File: src/rtl/pc_watch_pkg.sv
// rtl/pc_watch_pkg.sv - shared types and defaults for the PC watchpoint unit
package pc_watch_pkg;

    localparam int DEFAULT_XLEN = 32;

    typedef enum logic {
        MODE_PC   = 1'b0,
        MODE_EDGE = 1'b1
    } watch_mode_t;

    typedef enum logic [1:0] {
        IDLE  = 2'd0,
        ARMED = 2'd1,
        FIRED = 2'd2
    } chan_state_t;

endpackage

File: src/rtl/pc_watch_chan.sv
// rtl/pc_watch_chan.sv - one watch channel: config, comparator, saturating counter, FSM
module pc_watch_chan
    import pc_watch_pkg::*;
#(
    parameter int XLEN  = DEFAULT_XLEN,
    parameter int CNT_W = 8
) (
    input  logic             clk,
    input  logic             rst_n,
    input  logic             retire,
    input  logic [XLEN-1:0]  pc,
    input  logic [XLEN-1:0]  pc_next,
    input  logic             cfg_sel,
    input  logic             cfg_en,
    input  logic             cfg_mode,
    input  logic [XLEN-1:0]  cfg_from,
    input  logic [XLEN-1:0]  cfg_to,
    input  logic [CNT_W-1:0] cfg_limit,
    output logic             hit,
    output logic [CNT_W-1:0] count,
    output logic             halt_cond
);

    chan_state_t      state_q, state_d;
    watch_mode_t      mode_q;
    logic [XLEN-1:0]  from_q;
    logic [XLEN-1:0]  to_q;
    logic [CNT_W-1:0] limit_q;
    logic             match;
    logic             at_limit;

    // A config write to this channel in the same cycle suppresses the match.
    always_comb begin
        match    = retire && (state_q != IDLE) && (pc == from_q) &&
                   ((mode_q == MODE_PC) || (pc_next == to_q)) && !cfg_sel;
        at_limit = (limit_q != '0) &&
                   (({1'b0, count} + (CNT_W+1)'(1)) == {1'b0, limit_q});
        halt_cond = match && (state_q == ARMED) && at_limit;
    end

    always_comb begin
        state_d = state_q;
        if (cfg_sel) begin
            state_d = cfg_en ? ARMED : IDLE;
        end else if (halt_cond) begin
            state_d = FIRED;
        end
    end

    always_ff @(posedge clk or negedge rst_n) begin
        if (!rst_n) begin
            state_q <= IDLE;
            mode_q  <= MODE_PC;
            from_q  <= '0;
            to_q    <= '0;
            limit_q <= '0;
            count   <= '0;
            hit     <= 1'b0;
        end else begin
            state_q <= state_d;
            hit     <= match;
            if (cfg_sel) begin
                mode_q  <= watch_mode_t'(cfg_mode);
                from_q  <= cfg_from;
                to_q    <= cfg_to;
                limit_q <= cfg_limit;
                count   <= '0;
            end else if (match && (count != '1)) begin
                count <= count + CNT_W'(1);
            end
        end
    end

endmodule

File: src/rtl/pc_watch_unit.sv
// rtl/pc_watch_unit.sv - multi-channel PC watchpoint unit with sticky halt request
module pc_watch_unit
    import pc_watch_pkg::*;
#(
    parameter int XLEN      = DEFAULT_XLEN,
    parameter int NUM_WATCH = 4,
    parameter int CNT_W     = 8,
    localparam int IDX_W    = (NUM_WATCH > 1) ? $clog2(NUM_WATCH) : 1
) (
    input  logic                       clk,
    input  logic                       rst_n,
    input  logic                       retire,
    input  logic [XLEN-1:0]            pc,
    input  logic [XLEN-1:0]            pc_next,
    input  logic                       cfg_we,
    input  logic [IDX_W-1:0]           cfg_idx,
    input  logic                       cfg_en,
    input  logic                       cfg_mode,
    input  logic [XLEN-1:0]            cfg_from,
    input  logic [XLEN-1:0]            cfg_to,
    input  logic [CNT_W-1:0]           cfg_limit,
    input  logic                       halt_clr,
    output logic [NUM_WATCH-1:0]       hit,
    output logic [NUM_WATCH*CNT_W-1:0] count,
    output logic                       halt_req,
    output logic [IDX_W-1:0]           halt_idx
);

    logic [NUM_WATCH-1:0] halt_cond;
    logic                 any_halt;
    logic [IDX_W-1:0]     halt_enc;

    for (genvar g = 0; g < NUM_WATCH; g++) begin : g_chan
        pc_watch_chan #(
            .XLEN  (XLEN),
            .CNT_W (CNT_W)
        ) u_chan (
            .clk       (clk),
            .rst_n     (rst_n),
            .retire    (retire),
            .pc        (pc),
            .pc_next   (pc_next),
            .cfg_sel   (cfg_we && (cfg_idx == IDX_W'(g))),
            .cfg_en    (cfg_en),
            .cfg_mode  (cfg_mode),
            .cfg_from  (cfg_from),
            .cfg_to    (cfg_to),
            .cfg_limit (cfg_limit),
            .hit       (hit[g]),
            .count     (count[g*CNT_W +: CNT_W]),
            .halt_cond (halt_cond[g])
        );
    end

    // Lowest-numbered halting channel wins.
    always_comb begin
        any_halt = |halt_cond;
        halt_enc = '0;
        for (int i = NUM_WATCH - 1; i >= 0; i--) begin
            if (halt_cond[i]) begin
                halt_enc = IDX_W'(i);
            end
        end
    end

    // A pending halt freezes its index unless cleared in the same cycle as a new one.
    always_ff @(posedge clk or negedge rst_n) begin
        if (!rst_n) begin
            halt_req <= 1'b0;
            halt_idx <= '0;
        end else if (any_halt && (!halt_req || halt_clr)) begin
            halt_req <= 1'b1;
            halt_idx <= halt_enc;
        end else if (halt_clr) begin
            halt_req <= 1'b0;
        end
    end

endmodule

File: config.mk
export PLATFORM = sky130hd
export DESIGN_NAME = pc_watch_unit
export DESIGN_NICKNAME = d
export VERILOG_FILES = /design/src/rtl/pc_watch_pkg.sv /design/src/rtl/pc_watch_chan.sv /design/src/rtl/pc_watch_unit.sv
export SDC_FILE = /design/constraint.sdc
export NUM_CORES = 1
export LEC_CHECK = 0
export BUFFER_PORTS_ARGS = -buffer_cell sky130_fd_sc_hd__buf_2
export CAP_MARGIN = 20
export CELL_PAD_IN_SITES_DETAIL_PLACEMENT = 1
export CELL_PAD_IN_SITES_GLOBAL_PLACEMENT = 1
export CORE_MARGIN = 1
export CORE_UTILIZATION = 48
export CTS_CLUSTER_DIAMETER = 50
export DETAILED_ROUTE_END_ITERATION = 6
export GPL_TIMING_DRIVEN = 1
export PLACE_DENSITY_LB_ADDON = 0.1
export SLEW_MARGIN = 20
export SYNTH_ARGS = -nofsm -noshare
export SYNTH_HDL_FRONTEND = slang
export SYNTH_SLANG_ARGS = --single-unit
export TNS_END_PERCENT = 50
File: constraint.sdc
create_clock -name clk -period 5.5 [get_ports clk]
set_input_delay 1.1 -clock clk [delete_from_list [all_inputs] [get_ports clk]]
set_output_delay 1.1 -clock clk [all_outputs]
set_load 0.02 [all_outputs]
==> results of run 1 <==
[through the flow]
stage,power (mW),instance area (µm²),utilization,instances
5_1_grt,7.52,19800,0.570,2613
6_report,7.26,19800,0.570,2616
3_5_place_dp,4.36,18300,0.528,2536
3_3_place_gp,4.30,18300,0.528,2536
4_1_cts,7.27,19800,0.570,2611
2_1_floorplan,3.79,17000,-,1971
[flip-flops by register name, indices dropped and copies added (netlist names)]
| register | cells |
|---|---|
| g_chan.u_chan.to_q | 128 |
| g_chan.u_chan.mode_q | 4 |
| g_chan.u_chan.state_q | 8 |
| g_chan.u_chan.count | 32 |
| g_chan.u_chan.hit | 4 |
| halt_idx | 2 |
| g_chan.u_chan.limit_q | 32 |
| halt_req | 1 |
| g_chan.u_chan.from_q | 128 |
[layout make-up]
type                            instances  area [µm²]
Inverter                               10        37.5
Antenna cell                            5        12.5
Timing Repair Buffer                  196        1060
Fill cell                            4118       14900
Multi-Input combinational cell       1536        8170
Clock inverter                         15         204
Sequential cell                       339        8480
Clock buffer                           60        1250
Tap cell                              455         569
[metal layers]
layer	wire, µm	global-route usage
met3	3670	0.0498
met4	1860	0.116
met1	26100	0.459
met5	24	0
met2	27600	0.535
[logic make-up after synthesis]
| logic type | Yosys count |
|---|---|
| xor gates and xnor gates | 295 |
| buffers and inverters | 96 |
| AOI/OAI and AO/OA | 90 |
| and+or+nand+nor | 1142 |
| DFF | 339 |
| muxes | 5 |
| adders and majority gates | 4 |
[worst min-delay path, stage by stage, from the launching register on]
cell	delay (ns)
dfrtp_1	0.35
nand2_1	0.05
nand2_1	0.05
[power groups by stage]
stage	registers [mW]	clock network, mW	logic (mW)
global placement	3.15	0	1.15
global route	3.17	3.03	1.32
floorplan	3.09	0	0.702
CTS	3.13	2.93	1.21
finish	3.13	2.91	1.22
detailed placement	3.17	0	1.19
[synthesized netlist by cell type, drive strengths merged (11+ instances only)]
| library cell | n | area share |
|---|---|---|
| a21oi | 15 | 0.0044 |
| buf | 15 | 0.0046 |
| clkbuf | 71 | 0.016 |
| dfrtp | 339 | 0.50 |
| nand2 | 916 | 0.20 |
| nand3 | 33 | 0.0097 |
| nand4 | 44 | 0.016 |
| nor2 | 20 | 0.0044 |
| nor3 | 16 | 0.0047 |
| nor4 | 54 | 0.020 |
| o211ai | 13 | 0.0057 |
| o21ai | 23 | 0.0068 |
| o31ai | 11 | 0.0049 |
| xnor2 | 118 | 0.061 |
| xor2 | 176 | 0.091 |
[final timing paths]
check	from	endpoint	slack [ns]	depth (start not counted)
max	pc[20]	g_chan[0].u_chan.count[7]	1.62	8
min	g_chan[3].u_chan.from_q[29]	g_chan[3].u_chan.from_q[29]	0.49	2
max reg2reg	g_chan[0].u_chan.from_q[20]	g_chan[0].u_chan.count[7]	1.91	7
min reg2reg	g_chan[3].u_chan.from_q[29]	g_chan[3].u_chan.from_q[29]	0.49	2
max in group asynchronous	rst_n	g_chan[1].u_chan.to_q[14]	3.61	2
min in group asynchronous	rst_n	g_chan[1].u_chan.from_q[8]	0.59	1
==> results.yml, run 1 <==
status:
  status: "finished, final reports clean"
sta:
  setup_violations: 0
  setup_ws_ns: 1.62
  rsz0062_at_grt: "no"
  slew_headroom: 0.319
  tns_ns: 0
  timing.fmax_ghz: 0.258
  finalHoldViolCount: 0
  whs_ns: 0.492
  fin_skew_ns: 0.0185
  post-route-period-util: 0.706
  worst_pin_slew_ns: 1.02
  slew_viol_final: 0
  period_minus_slack_ns: 3.88
yosys:
  muxShareOfSynthArea: 0.00302
  syn_inst: 1971
  synth_cell_type_count: 58
  postSynthAreaPerCell_um2: 8.62
  synth-edff-count: 0
  synth_xor_xnor_area_share: 0.153
  yosysSeqAreaShare: 0.499
  yosys.area_share.simple: 0.284
  yosys.area_share.adder: 0.00294
  syn-num-nets: 2120
  yosys_warnings: 0
  synth_area_um2: 17000
  async_flop_share: 1.00
  ys_ff_latch: 339
  synth_top_family_by_area: "simple AND/OR/NAND/NOR gates"
  synth_compound_area_frac: 0.0351
  synth-main-ff-cell: "dfrtp_1"
clock_network:
  clk_latency_ns: 0.56
  ctsResizeCount: 0
  clkTransAtPathRegs_ns: 0.06
  numCtsBuffers: 43
  postCtsSetupBuffers: 0
  clock_sinks: 339
  hold_buffers: 0
  cts_tree: "yes"
  cts_max_level: 2
  root_buffer: "clkbuf_16"
  clock_path_buffers: 3
placed_design:
  gp_congestion: 0.922
  dp_slack_ns: 1.20
  hpwl_um: 40900
  port_buffers: 183
power:
  peakVddDrop_uv: 271
  clkPwrFrac: 0.401
  p_switching_mw: 2.19
  powerDensity_nw_per_um2: 367
  switching_share: 0.301
  p_leak_nw: 9.95
  p_int_mw: 5.07
  seqPwrFrac: 0.432
  pwr-share-comb: 0.168
setup_path:
  critical_path_class: "input port to register"
  worst-path-max-fanout: 15
  critPathBufInv: 1
  cp.arrival_ns: 4.34
  slowest_delay_ns: 0.81
  crit_required_ns: 5.96
  cp_common_cell: "nor4_1"
  crit_chain: "buf_2, xor2_1, nor4_1, nand4_1, nor4_1, nand3_1, or4_1, a21oi_1"
  crit_path_end_kind: "register"
  cp_slowest_cell: "nor4_1"
  critPathTopFamily: "simple AND/OR/NAND/NOR gates"
  startpoint_type: "input port"
floorplan:
  core-area_um2: 34700
  die_y_um: 190
  ios: 184
  dieWidth_um: 190
  dieArea_um2: 36200
  start_util: 0.490
  num_rows: 68
layout:
  area_growth_pct: 16.4
  final_common_cell: "nand2_1"
  layout-drive-gt1-share: 0.131
  fin_nets: 2275
  mostFrequentLayoutCells: "916 x nand2_1, 339 x dfrtp_1, 182 x buf_2"
detailed_routing:
  viasPerCell: 5.66
  vias: 14808
  dr.pass1.iters: 5
  totalWireLength_um: 59300
  wire_per_inst_um: 22.7
  drt_iter0_drc: 1101
  drc: 0
  antenna_left: 0
min_path:
  worstHoldPathType: "register to register"
grt:
  grtUsageTotal: 0.333
  grt_max_degree: 103
  antenna_found_initial: 8
  first_global_vias: 15527
  grt_pass1_wl_um: 91500
  gr-total-overflow: 0
flow_run:
  max_cap_viol_count: 0
Note: power is estimated with default switching activity, not from simulation.
==> run 2: changes to the inputs <==
- ABC_AREA: default -> 1
- CORE_UTILIZATION: 48 -> 44
- clock period: 5.5 -> 3.8 ns (I/O delays scaled with it)
==> run 2 against run 1 <==
  * Via count grew 7.2%
  * Synthesized cell count grew 21%
  * Largest power group unchanged
  * Critical endpoint is now halt_idx[0]
  * Cell area grew 4.6%
  * Hold slack lost 0.26 ns
  * Combinational power grew 50%
  * Final cell count grew 18%
  * Highest routed layer unchanged
  * Sequential power grew 46%
==> results.yml, run 2 <==
clock_network:
  hold_buffers: 0
  numCtsBuffers: 46
  ctsResizeCount: 0
  postCtsSetupBuffers: 0
  clock_path_buffers: 3
  root_buffer: "clkbuf_16"
  clkTransAtPathRegs_ns: 0.06
  clk_latency_ns: 0.58
  cts_max_level: 2
  cts_tree: "yes"
  clock_sinks: 339
layout:
  final_core_util: 0.521
  final_common_cell: "nand2_1"
  fin_nets: 2684
  layout-drive-gt1-share: 0.131
  finalNonFillerCells: 3097
  mostFrequentLayoutCells: "829 x nand2_1, 339 x o21ai_0, 339 x dfrtp_1"
  fin_area_um2: 20700
  antenna_cells: 0
  reg.largest.list: "g_chan.u_chan.from_q x128, g_chan.u_chan.to_q x128"
  area_growth_pct: 16.6
grt:
  grtUsageTotal: 0.282
  met2_usage: 0.477
  first_global_vias: 16774
  gr-total-overflow: 0
  use_met3: 0.0525
  antenna_found_initial: 2
  met1_usage: 0.372
  busiest_layer: "met2"
  grt_max_degree: 104
  grt_pass1_wl_um: 91300
yosys:
  synth_top_family_by_area: "simple AND/OR/NAND/NOR gates"
  synth-edff-count: 0
  async_flop_share: 1.00
  yosys.area_share.adder: 0.00282
  muxShareOfSynthArea: 0
  synth_area_um2: 17800
  yosys.area_share.simple: 0.257
  postSynthAreaPerCell_um2: 7.46
  netlist.top_cell.by_area: "dfrtp_1"
  synth_cell_type_count: 34
  synth.most_common_cell: "nand2_1"
  syn-num-nets: 2528
  synth_compound_area_frac: 0.109
  yosysSeqAreaShare: 0.478
  synth_xor_xnor_area_share: 0.0691
  syn_inst: 2379
  synth-main-ff-cell: "dfrtp_1"
  synth_area_leaders: "dfrtp_1 48%, nand2_1 18%, o21ai_0 9.6%"
  yosys_warnings: 0
  synth_top_area_frac: 0.478
  synthTopCellsByCount: "830 x nand2_1, 339 x dfrtp_1, 339 x o21ai_0"
  ys_ff_latch: 339
detailed_routing:
  drc: 0
  wire_per_inst_um: 18.1
  dr.pass1.iters: 5
  drt_iter0_drc: 699
  antenna_left: 0
  vias: 15877
  totalWireLength_um: 55900
  viasPerCell: 5.13
sta:
  post-route-period-util: 0.618
  setup_violations: 0
  rsz0062_at_grt: "no"
  period_minus_slack_ns: 2.35
  setup_ws_ns: 1.45
  whs_ns: 0.228
  timing.fmax_ghz: 0.426
  finalHoldViolCount: 0
  tns_ns: 0
  slew_viol_final: 0
  worst_pin_slew_ns: 1.09
  slew_headroom: 0.273
  fin_skew_ns: 0.0164
setup_path:
  rr_worst_depth: 15
  r2r_slack_ns: 1.45
  cp_common_cell: "nand2_1"
  crit_path_end_kind: "register"
  r2r-start: "g_chan[1].u_chan.count[0]"
  crit_required_ns: 4.27
  slowest_delay_ns: 0.46
  critical_path_class: "register to register"
  worst-path-max-fanout: 8
  cp.arrival_ns: 2.82
  regToRegEndpoint: "halt_idx[0]"
  crit_chain: "ha_1, nand2_1, inv_1, nand2_1, nand2_1, nand3_1, nand3_1, nor3_2, nand3_2, nand2_1, nand2_1, nand2_1, nand2_1, nand2_1, inv_1"
  cp_slowest_cell: "dfrtp_1"
  startpoint_type: "register"
floorplan:
  num_rows: 73
  start_util: 0.447
  die_y_um: 203
  dieWidth_um: 203
  dieArea_um2: 41200
  core-area_um2: 39700
  ios: 184
power:
  fin_total_pwr_mw: 10.9
  p_leak_nw: 10.5
  peakVddDrop_uv: 383
  powerDensity_nw_per_um2: 525
flow_run:
  max_cap_viol_count: 0
min_path:
  worstHoldPathType: "input port to async pin"
placed_design:
  port_buffers: 183
  placed_area_um2: 19100
  dp_slack_ns: 0.910
  gp_congestion: 0.919
  placed_cells: 3012
  hpwl_um: 40600
status:
  status: "finished, final reports clean"
run 2: cell count changes after synthesis, moves of 34 or more:
cell     change
o21ai_0    +316
nand4_1     -34
xor2_1     -155
inv_1      +260
nand3_1     +56
nand2_1     -86
nor4_1      -53
nor2_1     +128
run 2: layer usage:
metal | up-vias | wire [µm]
met5 | - | 25
met4 | 4 | 1150
met3 | 79 | 2470
met2 | 275 | 27000
met1 | 7829 | 25300
li1 | 7690 | -
run 2: logic make-up after synthesis:
kind of cell | Yosys count
simple gates | 1131
flops | 339
buf+inv | 383
compound gates | 382
fa+ha+maj | 4
xor+xnor | 140
run 2: critical path: cells and delay by family, from the launching register on:
kind	cells	cell delay, ns
buffers and inverters	2	0.12
flip-flops	1	0.46
AND/OR/NAND/NOR	12	1.38
adder cells (fa/ha/maj)	1	0.27
run 2: area by class of cell:
cell class | instances | area [µm²]
Clock buffer | 63 | 1330
Clock inverter | 22 | 256
Fill cell | 5062 | 19000
Inverter | 293 | 1100
Multi-Input combinational cell | 1657 | 7800
Sequential cell | 339 | 8480
Tap cell | 525 | 657
Timing Repair Buffer | 198 | 1060
run 2: worst max path at each step:
stage,from,end,slack [ns],cells past startpoint
2_1_floorplan,pc[6],g_chan[1].u_chan.count[0],1.74,13
3_3_place_gp,cfg_idx[0],g_chan[2].u_chan.to_q[5],1.0,6
3_5_place_dp,cfg_idx[0],g_chan[2].u_chan.to_q[0],0.91,6
4_1_cts,cfg_idx[0],g_chan[2].u_chan.to_q[4],1.48,6
5_1_grt,g_chan[1].u_chan.from_q[24],g_chan[1].u_chan.count[1],1.25,12
6_report,g_chan[1].u_chan.count[0],halt_idx[0],1.45,15
run 2: power by group:
group / leakage [nW] / switching [mW] / internal [mW]
Clock: 0.765 / 1.73 / 2.74
Combinational: 5.42 / 1.12 / 0.710
Sequential: 4.27 / 0.425 / 4.13
==> run 3: changes to the inputs <==
- clock period: 3.8 -> 2.2 ns (I/O delays scaled with it)
==> run 3 against run 2 <==
  * Wire length is 1.5% higher
  * Via count is 1.3% higher
  * Largest power group unchanged
  * Die area stayed put
==> results.yml, run 3 (synthesis results as in run 2) <==
setup_path:
  r2r_slack_ns: 0.07
  cp_slowest_cell: "dfrtp_1"
  crit_required_ns: 2.71
  critical_path_class: "register to register"
  worst-path-max-fanout: 2
  crit_path_end_kind: "register"
  slowest_delay_ns: 0.41
  crit_chain: "ha_4, inv_2, nand2_1, nand3_1, nor2_1, nand2_1, nor2_2, buf_4, nand2_1, nor2_1, nand3_1, nor2_1, nand2_1, nand2_1, nand2_1, nand2_1, nand2_1, inv_1"
  r2r-start: "g_chan[3].u_chan.count[1]"
  regToRegEndpoint: "halt_idx[0]"
  rr_worst_depth: 18
  cp.arrival_ns: 2.64
  startpoint_type: "register"
  cp_common_cell: "nand2_1"
sta:
  fin_skew_ns: 0.0127
  post-route-period-util: 0.967
  slew_viol_final: 0
  finalHoldViolCount: 0
  slew_headroom: 0.486
  setup_violations: 0
  whs_ns: 0.105
  rsz0062_at_grt: "yes"
  worst_pin_slew_ns: 0.770
  setup_ws_ns: 0.0733
  timing.fmax_ghz: 0.470
  period_minus_slack_ns: 2.13
  tns_ns: 0
layout:
  fin_area_um2: 21400
  finalNonFillerCells: 3169
  final_core_util: 0.537
  fillCellCount: 5062
  ff_latch_area_um2: 8490
  final_common_cell: "nand2_1"
  reg.largest.list: "g_chan.u_chan.from_q x128, g_chan.u_chan.to_q x128"
  fin_nets: 2756
  multiInputGateArea_um2: 8000
  layout-drive-gt1-share: 0.171
  mostFrequentLayoutCells: "817 x nand2_1, 337 x dfrtp_1, 336 x o21ai_0"
  area_growth_pct: 20.2
grt:
  grt_max_degree: 75
  gr-total-overflow: 0
  first_global_vias: 16950
  grtUsageTotal: 0.284
  antenna_found_initial: 3
  grt_pass1_wl_um: 91600
floorplan:
  ios: 184
  dieArea_um2: 41200
  num_rows: 73
  dieWidth_um: 203
  core-area_um2: 39700
  die_y_um: 203
  start_util: 0.447
clock_network:
  clock_sinks: 339
  root_buffer: "clkbuf_16"
  cts_max_level: 2
  cts_tree: "yes"
  clk_latency_ns: 0.58
  numCtsBuffers: 44
  clock_path_buffers: 3
  clkTransAtPathRegs_ns: 0.06
placed_design:
  port_buffers: 183
  dp_slack_ns: -0.288
  placed_area_um2: 19600
  gp_congestion: 0.958
  hpwl_um: 41800
  placed_cells: 3072
detailed_routing:
  vias: 16088
  antenna_left: 0
  drc: 0
  drt_iter0_drc: 879
  viasPerCell: 5.08
  wire_per_inst_um: 17.9
  dr.pass1.iters: 5
  totalWireLength_um: 56700
power:
  peakVddDrop_uv: 494
  powerDensity_nw_per_um2: 852
  fin_total_pwr_mw: 18.2
  p_leak_nw: 10.8
status:
  status: "finished, final reports clean"
min_path:
  worstHoldPathType: "input port to register"
  worstHoldStart: "cfg_from[27]"
  min_path_cells: 3
  hold_path_end: "g_chan[1].u_chan.from_q[27]"
flow_run:
  max_cap_viol_count: 0
-- run 3: power by group --
part	internal [mW]	switching, mW
sequential	7.14	0.742
clock	4.12	2.89
combinational	1.31	1.99
-- run 3: final cells by class --
class                           count  area share
Multi-Input combinational cell   1658       0.375
Timing Repair Buffer              271      0.0787
Antenna cell                        3    0.000352
Clock buffer                       59      0.0585
Sequential cell                   339       0.397
Tap cell                          525      0.0308
Inverter                          293      0.0517
Clock inverter                     21     0.00762
-- run 3: how the worst max path moves through the flow --
stage	from	endpoint	slack, ns	cells past startpoint
3_5_place_dp	pc[8]	g_chan[1].u_chan.count[0]	-0.29	14
2_1_floorplan	g_chan[1].u_chan.count[0]	halt_idx[0]	0.22	15
4_1_cts	g_chan[0].u_chan.to_q[29]	halt_idx[0]	0.009	18
6_report	g_chan[3].u_chan.count[1]	halt_idx[0]	0.07	18
5_1_grt	g_chan[3].u_chan.count[1]	halt_idx[0]	-0.16	18
3_3_place_gp	pc[8]	g_chan[1].u_chan.count[0]	-0.24	14
-- run 3: what timing repair did --
action                                 in CTS  in global routing
setup buffers                               0                 12
gates cloned                                0                  1
hold buffers                                1                  0
pin swaps                                   0                 31
setup endpoints to repair                  15                 24
gates resized for setup                     5                 52
endpoints found under the hold margin      28                  0
-- run 3: per-layer routing --
metal  vias up  GRT usage  share of wire
met1      7852      0.374           0.44
met2       310      0.480           0.48
li1       7837          -              -
met4         2     0.0854          0.024
met5         -          0        0.00030
met3        87     0.0445          0.047
-- run 3: worst max-delay path: cells and delay by family (launching register included) --
family                     cells  cell delay, ns
and+or+nand+nor               14            1.16
DFF                            1            0.41
buffers and inverters          3            0.22
adders and majority gates      1            0.28
